### config.mk
export PLATFORM = sky130hd
export DESIGN_NAME = wb_data_resize_seq
export DESIGN_NICKNAME = d
export VERILOG_FILES = /design/src/rtl/wb_data_resize_seq.sv
export SDC_FILE = /design/constraint.sdc
export NUM_CORES = 1
export LEC_CHECK = 0
export ABC_AREA = 1
export ABC_CLOCK_PERIOD_IN_PS = 7000
export CAP_MARGIN = 25
export CORE_UTILIZATION = 40
export DETAILED_ROUTE_END_ITERATION = 8
export PLACE_DENSITY = 0.66
export SLEW_MARGIN = 5
export SYNTH_ARGS = -nofsm -noshare
export SYNTH_HDL_FRONTEND = slang
export SYNTH_SLANG_ARGS = --single-unit
### constraint.sdc
create_clock -name wb_clk_i -period 7 [get_ports wb_clk_i]
set_input_delay 1.4 -clock wb_clk_i [delete_from_list [all_inputs] [get_ports wb_clk_i]]
set_output_delay 1.4 -clock wb_clk_i [all_outputs]
set_load 0.005 [all_outputs]
### src/rtl/wb_data_resize_seq.sv
// Wishbone B3 data-width downsizer: each wide master access becomes sequential narrow slave beats, big-endian lanes.
// Optional slave-response watchdog is compiled in when WB_RESIZE_TIMEOUT_EN is defined.
module wb_data_resize_seq #(
  parameter int AW      = 32,
  parameter int MW      = 32,
  parameter int SW      = 8,
  parameter int TIMEOUT = 255
) (
  input  logic            wb_clk_i,
  input  logic            wb_rst_i,
  input  logic [AW-1:0]   wbm_adr_i,
  input  logic [MW-1:0]   wbm_dat_i,
  input  logic [MW/8-1:0] wbm_sel_i,
  input  logic            wbm_we_i,
  input  logic            wbm_cyc_i,
  input  logic            wbm_stb_i,
  input  logic [2:0]      wbm_cti_i,
  input  logic [1:0]      wbm_bte_i,
  output logic [MW-1:0]   wbm_rdt_o,
  output logic            wbm_ack_o,
  output logic            wbm_err_o,
  output logic            wbm_rty_o,
  output logic [AW-1:0]   wbs_adr_o,
  output logic [SW-1:0]   wbs_dat_o,
  output logic [SW/8-1:0] wbs_sel_o,
  output logic            wbs_we_o,
  output logic            wbs_cyc_o,
  output logic            wbs_stb_o,
  output logic [2:0]      wbs_cti_o,
  output logic [1:0]      wbs_bte_o,
  input  logic [SW-1:0]   wbs_rdt_i,
  input  logic            wbs_ack_i,
  input  logic            wbs_err_i,
  input  logic            wbs_rty_i
);

  localparam int R   = MW / SW;
  localparam int LB  = SW / 8;
  localparam int MB  = MW / 8;
  localparam int LW  = $clog2(R);
  localparam int LBB = $clog2(LB);

  typedef enum logic [1:0] {IDLE, REQ, GAP, DONE} state_t;

  state_t          state_q, state_d;
  logic [AW-1:0]   adr_q, adr_d;
  logic [MW-1:0]   dat_q, dat_d;
  logic [MB-1:0]   sel_q, sel_d;
  logic            we_q, we_d;
  logic [R-1:0]    pend_q, pend_d;
  logic [LW-1:0]   lane_q, lane_d;
  logic [MW-1:0]   rbuf_q, rbuf_d;
  logic [MW-1:0]   rdt_q, rdt_d;
  logic            ack_q, ack_d;
  logic            err_q, err_d;
  logic            rty_q, rty_d;
  logic [AW-1:0]   s_adr_q, s_adr_d;
  logic [SW-1:0]   s_dat_q, s_dat_d;
  logic [LB-1:0]   s_sel_q, s_sel_d;
  logic            s_we_q, s_we_d;
  logic            s_cyc_q, s_cyc_d;
  logic            s_stb_q, s_stb_d;
  logic [R-1:0]    pend_left;

`ifdef WB_RESIZE_TIMEOUT_EN
  localparam int CW = $clog2(TIMEOUT + 1);
  logic [CW-1:0]   cnt_q, cnt_d;
`endif

  logic unused_cti_bte;
  assign unused_cti_bte = ^{wbm_cti_i, wbm_bte_i};

  function automatic logic [R-1:0] lane_mask(input logic [MB-1:0] sel);
    logic [R-1:0] m;
    m = '0;
    for (int k = 0; k < R; k++) m[k] = |sel[MB-1-k*LB -: LB];
    return m;
  endfunction

  function automatic logic [LW-1:0] first_lane(input logic [R-1:0] m);
    logic [LW-1:0] l;
    l = '0;
    for (int k = R-1; k >= 0; k--) if (m[k]) l = LW'(k);
    return l;
  endfunction

  function automatic logic [SW-1:0] get_dat(input logic [MW-1:0] d, input logic [LW-1:0] l);
    logic [SW-1:0] r;
    r = '0;
    for (int k = 0; k < R; k++) if (l == LW'(k)) r = d[MW-1-k*SW -: SW];
    return r;
  endfunction

  function automatic logic [LB-1:0] get_sel(input logic [MB-1:0] s, input logic [LW-1:0] l);
    logic [LB-1:0] r;
    r = '0;
    for (int k = 0; k < R; k++) if (l == LW'(k)) r = s[MB-1-k*LB -: LB];
    return r;
  endfunction

  function automatic logic [MW-1:0] put_dat(input logic [MW-1:0] b, input logic [LW-1:0] l,
                                            input logic [SW-1:0] d);
    logic [MW-1:0] r;
    r = b;
    for (int k = 0; k < R; k++) if (l == LW'(k)) r[MW-1-k*SW -: SW] = d;
    return r;
  endfunction

  always_comb begin
    state_d   = state_q;
    adr_d     = adr_q;
    dat_d     = dat_q;
    sel_d     = sel_q;
    we_d      = we_q;
    pend_d    = pend_q;
    lane_d    = lane_q;
    rbuf_d    = rbuf_q;
    rdt_d     = '0;
    ack_d     = 1'b0;
    err_d     = 1'b0;
    rty_d     = 1'b0;
    pend_left = pend_q & ~(R'(1) << lane_q);
`ifdef WB_RESIZE_TIMEOUT_EN
    cnt_d     = cnt_q;
`endif

    unique case (state_q)
      IDLE: begin
        if (wbm_cyc_i && wbm_stb_i) begin
          adr_d  = wbm_adr_i;
          dat_d  = wbm_dat_i;
          sel_d  = wbm_sel_i;
          we_d   = wbm_we_i;
          pend_d = lane_mask(wbm_sel_i);
          rbuf_d = '0;
          lane_d = first_lane(pend_d);
          if (pend_d == '0) begin
            state_d = DONE;
            ack_d   = 1'b1;
          end else begin
            state_d = REQ;
          end
        end
      end
      REQ: begin
        // Abort beats any slave response; err outranks rty outranks ack.
        if (!wbm_cyc_i) begin
          state_d = IDLE;
        end else if (wbs_err_i) begin
          state_d = DONE;
          err_d   = 1'b1;
        end else if (wbs_rty_i) begin
          state_d = DONE;
          rty_d   = 1'b1;
        end else if (wbs_ack_i) begin
          rbuf_d = put_dat(rbuf_q, lane_q, wbs_rdt_i);
          pend_d = pend_left;
          if (pend_left != '0) begin
            state_d = GAP;
            lane_d  = first_lane(pend_left);
          end else begin
            state_d = DONE;
            ack_d   = 1'b1;
            rdt_d   = rbuf_d;
          end
        end
`ifdef WB_RESIZE_TIMEOUT_EN
        else if (cnt_q == CW'(TIMEOUT)) begin
          state_d = DONE;
          err_d   = 1'b1;
        end else begin
          cnt_d = cnt_q + 1'b1;
        end
`endif
      end
      GAP:     state_d = wbm_cyc_i ? REQ : IDLE;
      DONE:    state_d = IDLE;
      default: state_d = IDLE;
    endcase

    // Slave signals are built from the next state so they appear registered with it.
    s_cyc_d = (state_d == REQ) || (state_d == GAP);
    s_stb_d = (state_d == REQ);
    s_adr_d = '0;
    s_dat_d = '0;
    s_sel_d = '0;
    s_we_d  = 1'b0;
    if (s_cyc_d) begin
      s_adr_d = (adr_d & ~AW'(MB-1)) | (AW'(lane_d) << LBB);
      s_dat_d = get_dat(dat_d, lane_d);
      s_sel_d = get_sel(sel_d, lane_d);
      s_we_d  = we_d;
    end
`ifdef WB_RESIZE_TIMEOUT_EN
    if (state_d == REQ && state_q != REQ) cnt_d = '0;
`endif
  end

  always_ff @(posedge wb_clk_i or posedge wb_rst_i) begin
    if (wb_rst_i) begin
      state_q <= IDLE;
      adr_q   <= '0;
      dat_q   <= '0;
      sel_q   <= '0;
      we_q    <= 1'b0;
      pend_q  <= '0;
      lane_q  <= '0;
      rbuf_q  <= '0;
      rdt_q   <= '0;
      ack_q   <= 1'b0;
      err_q   <= 1'b0;
      rty_q   <= 1'b0;
      s_adr_q <= '0;
      s_dat_q <= '0;
      s_sel_q <= '0;
      s_we_q  <= 1'b0;
      s_cyc_q <= 1'b0;
      s_stb_q <= 1'b0;
`ifdef WB_RESIZE_TIMEOUT_EN
      cnt_q   <= '0;
`endif
    end else begin
      state_q <= state_d;
      adr_q   <= adr_d;
      dat_q   <= dat_d;
      sel_q   <= sel_d;
      we_q    <= we_d;
      pend_q  <= pend_d;
      lane_q  <= lane_d;
      rbuf_q  <= rbuf_d;
      rdt_q   <= rdt_d;
      ack_q   <= ack_d;
      err_q   <= err_d;
      rty_q   <= rty_d;
      s_adr_q <= s_adr_d;
      s_dat_q <= s_dat_d;
      s_sel_q <= s_sel_d;
      s_we_q  <= s_we_d;
      s_cyc_q <= s_cyc_d;
      s_stb_q <= s_stb_d;
`ifdef WB_RESIZE_TIMEOUT_EN
      cnt_q   <= cnt_d;
`endif
    end
  end

  assign wbm_rdt_o = rdt_q;
  assign wbm_ack_o = ack_q;
  assign wbm_err_o = err_q;
  assign wbm_rty_o = rty_q;
  assign wbs_adr_o = s_adr_q;
  assign wbs_dat_o = s_dat_q;
  assign wbs_sel_o = s_sel_q;
  assign wbs_we_o  = s_we_q;
  assign wbs_cyc_o = s_cyc_q;
  assign wbs_stb_o = s_stb_q;
  assign wbs_cti_o = 3'b000;
  assign wbs_bte_o = 2'b00;

endmodule

==> flow_summary.toml <==
[timing]
setup_ws_ns = 2.85
slew_headroom_pct = 38.4
worst_pin_slew_ns = 0.924
setup_viol = 0
rsz0062_at_grt = "no"
max_freq_ghz = 0.241
layout_min_cycle_time_ns = 4.15
period_share_pct = 59.3
skew_ns = 0.0121
hold_viol = 0
final.setup.tns_ns = 0
slew_violations = 0

[critical_path]
start_kind = "input pin"
crit_type = "input pin to flop"
required_ns = 7.32
cp.arrival_ns = 4.46
crit_path_max_fanout = 60
crit_path_end_kind = "flop"

[synthesis]
synth_fa_ha_area_share_pct = 0.167
synth-compound-area-share_pct = 11.9
synthCells = 783
syn_avg_cell_area_um2 = 9.59
synth_top_family_by_area = "simple AND/OR/NAND/NOR gates"
yosysTopAreaCell = "dfrtp_1"
ys_ff_latch = 186
synth.distinct_cells = 35
synth_mux_area_share_pct = 1.07
syn_area_um2 = 7510
ys_seq_area_share_pct = 62.0
synthXorXnorAreaFrac_pct = 0
synth_top_cell_area_share_pct = 62.0
yosys_warnings = 0
yosys-top-cells-area = "dfrtp_1, o21ai_0, nand2_1"
synth-simple-area-share_pct = 17.2

[floorplan]
dieArea_um2 = 19300
die_w_um = 139
start_util_pct = 41.4
rows = 49
core_region_area_um2 = 18100
die_h_um = 139
pin_count = 173

[place]
io_buffer_count = 160
gp_congestion = 0.797
dp_hpwl_mm = 10.7
dp_slack_ns = 2.29

[routing]
via_count = 5611
drc = 6
first_pass_iters = 9
wl_mm = 16.9
vias_per_cell = 4.80
final_antenna_net_count = 0
drt_iter0_drc = 415
routedWlPerCell_um = 14.4

[clock_tree]
clock-sinks = 186
cts_hold_buf = 0
ctsHtreeMaxLevel = 4
cts_resized = 0
clockBufferDepth = 2
cts_tree = "built"
numCtsBuffers = 17
cts_setup_buffers = 0
clk_pin_slew_ns = 0.07
clk_latency_ns = 0.43
cts-root-buf = "clkbuf_16"

[outcome]
status = "finished with violations"
violations = "design-rule violations"

[pwr]
comb_power_share_pct = 26.7
leakage_nw = 4.60
switching_share_pct = 29.7
max-vdd-ir-drop_mv = 0.216
p_sw_mw = 1.00
seqPwrFrac_pct = 41.8
p_per_area_nw_per_um2 = 339
p_clk_share_pct = 31.5
internal_power_mw = 2.37

[cells_and_area]
layout.nets = 1019
mostFrequentLayoutCell = "dfrtp_1"
final_cell_mix = "dfrtp_1, clkdlybuf4s50_1, nand2_1, o21ai_0, inv_1"
syn_to_final_growth_pct = 32.2
num_antenna_cells = 0
drive_above_1_share_pct = 11.3
num-fill-cells = 1621

[grt]
overflow = 0
grt_pass1_wl_mm = 27.8
antenna_found_initial = 1
grt_max_degree = 135
grt.total_usage_pct = 18.5
grtUsageMet3_pct = 4.25
use_met2_pct = 29.7
grt_pass1_vias = 5467
busiest_layer = "met2"
use_met1_pct = 24.5

[worst_hold_path]
worst_hold_path_type = "flop to flop"

[run]
cap_violations = 0
==> registers in the layout (all words and copies together), names as in the netlist <==
| name | count |
|---|---|
| wbm_rty_o | 1 |
| rbuf_q | 32 |
| lane_q | 2 |
| wbs_cyc_o | 1 |
| wbs_adr_o | 32 |
| sel_q | 4 |
| adr_q | 30 |
| wbs_sel_o | 1 |
| dat_q | 32 |
| wbs_we_o | 1 |
| wbm_ack_o | 1 |
| pend_q | 4 |
| we_q | 1 |
| wbs_dat_o | 8 |
| state_q | 2 |
| wbm_rdt_o | 32 |
| wbs_stb_o | 1 |
| wbm_err_o | 1 |
==> final timing paths <==
check,startpoint,end,slack (ns),depth (start not counted)
min in group asynchronous,wb_rst_i,wbs_adr_o[7],1.56,2
worst max register to register,state_q[1],wbs_dat_o[4],3.87,12
max in group asynchronous,wb_rst_i,wbm_ack_o,4.12,3
worst max-delay path,wbm_cyc_i,wbs_dat_o[4],2.85,13
worst min-delay path,dat_q[3],dat_q[3],0.48,2
worst min register to register,dat_q[3],dat_q[3],0.48,2
==> routing by layer <==
| metal | vias up | share of wire [%] |
|---|---|---|
| met3 | 18 | 5.1 |
| met2 | 118 | 49 |
| met1 | 2717 | 45 |
| met4 | 2 | 1.1 |
| li1 | 2756 | - |
| met5 | - | 0.077 |
==> final cells by class <==
cell class	count	area (µm²)	area share [%]
Sequential cell	186	4650	46.9
Multi-Input combinational cell	462	2310	23.2
Timing Repair Buffer	166	1650	16.7
Clock buffer	18	439	4.43
Inverter	96	368	3.71
Tap cell	229	287	2.89
Clock inverter	13	211	2.13
==> logic make-up after synthesis <==
kind of cell / Yosys count
AOI/OAI and AO/OA: 167
adders and majority gates: 1
buffers and inverters: 139
DFF: 186
muxes: 8
other: 1
and+or+nand+nor: 281
==> worst max-delay path: stages <==
cell and delay (ns):
clkdlybuf4s50_1 0.53, nand2_2 0.10, inv_1 0.11, nand2_2 0.07, inv_2 0.63, nand3_1 0.21
inv_1 0.10, nor2_1 0.06, ha_1 0.27, buf_4 0.36, clkinv_1 0.38, o21ai_1 0.18
a21oi_1 0.05
==> cells in the mapped netlist <==
master	n
o211ai_1	17
nand3_4	1
buf_4	6
nand3_1	18
buf_2	5
nor3_4	1
conb_1	1
buf_6	3
and2_1	1
or2_2	49
nand2_4	2
o21ai_2	1
or2_0	3
nand4_1	3
nor2_4	1
a21oi_1	29
ha_1	1
a22oi_1	1
a31oi_1	2
nand2_2	4
nor2_1	76
nand2_1	117
o31ai_1	1
nand3_2	1
o21ai_1	3
nor3_1	1
clkbuf_2	1
mux2i_1	8
o21ai_0	113
inv_2	3
clkinv_1	1
nor2_2	3
dfrtp_1	186
clkbuf_1	28
inv_1	92
==> power by group through the flow <==
stage	combinational [mW]	clock [mW]	sequential, mW
after detailed placement	0.907	0	1.42
after CTS	0.911	1.09	1.41
after floorplan	0.568	0	1.42
final	0.900	1.06	1.40
after global routing	1.02	1.12	1.43
after global placement	0.889	0	1.42
==> stage by stage <==
stage | total power, mW | instances | area, µm² | utilization [%] | hold slack [ns]
4_1_cts | 3.40 | 1170 | 9920 | 54.7 | 0.484
6_report | 3.36 | 1170 | 9920 | 54.7 | 0.476
2_1_floorplan | 1.98 | 787 | 7520 | - | 0.443
5_1_grt | 3.57 | 1170 | 9920 | 54.7 | 0.494
3_3_place_gp | 2.31 | 1138 | 9250 | 51.0 | 0.459
3_5_place_dp | 2.33 | 1139 | 9270 | 51.1 | 0.467
No activity file was read; power rests on OpenSTA's default activity.
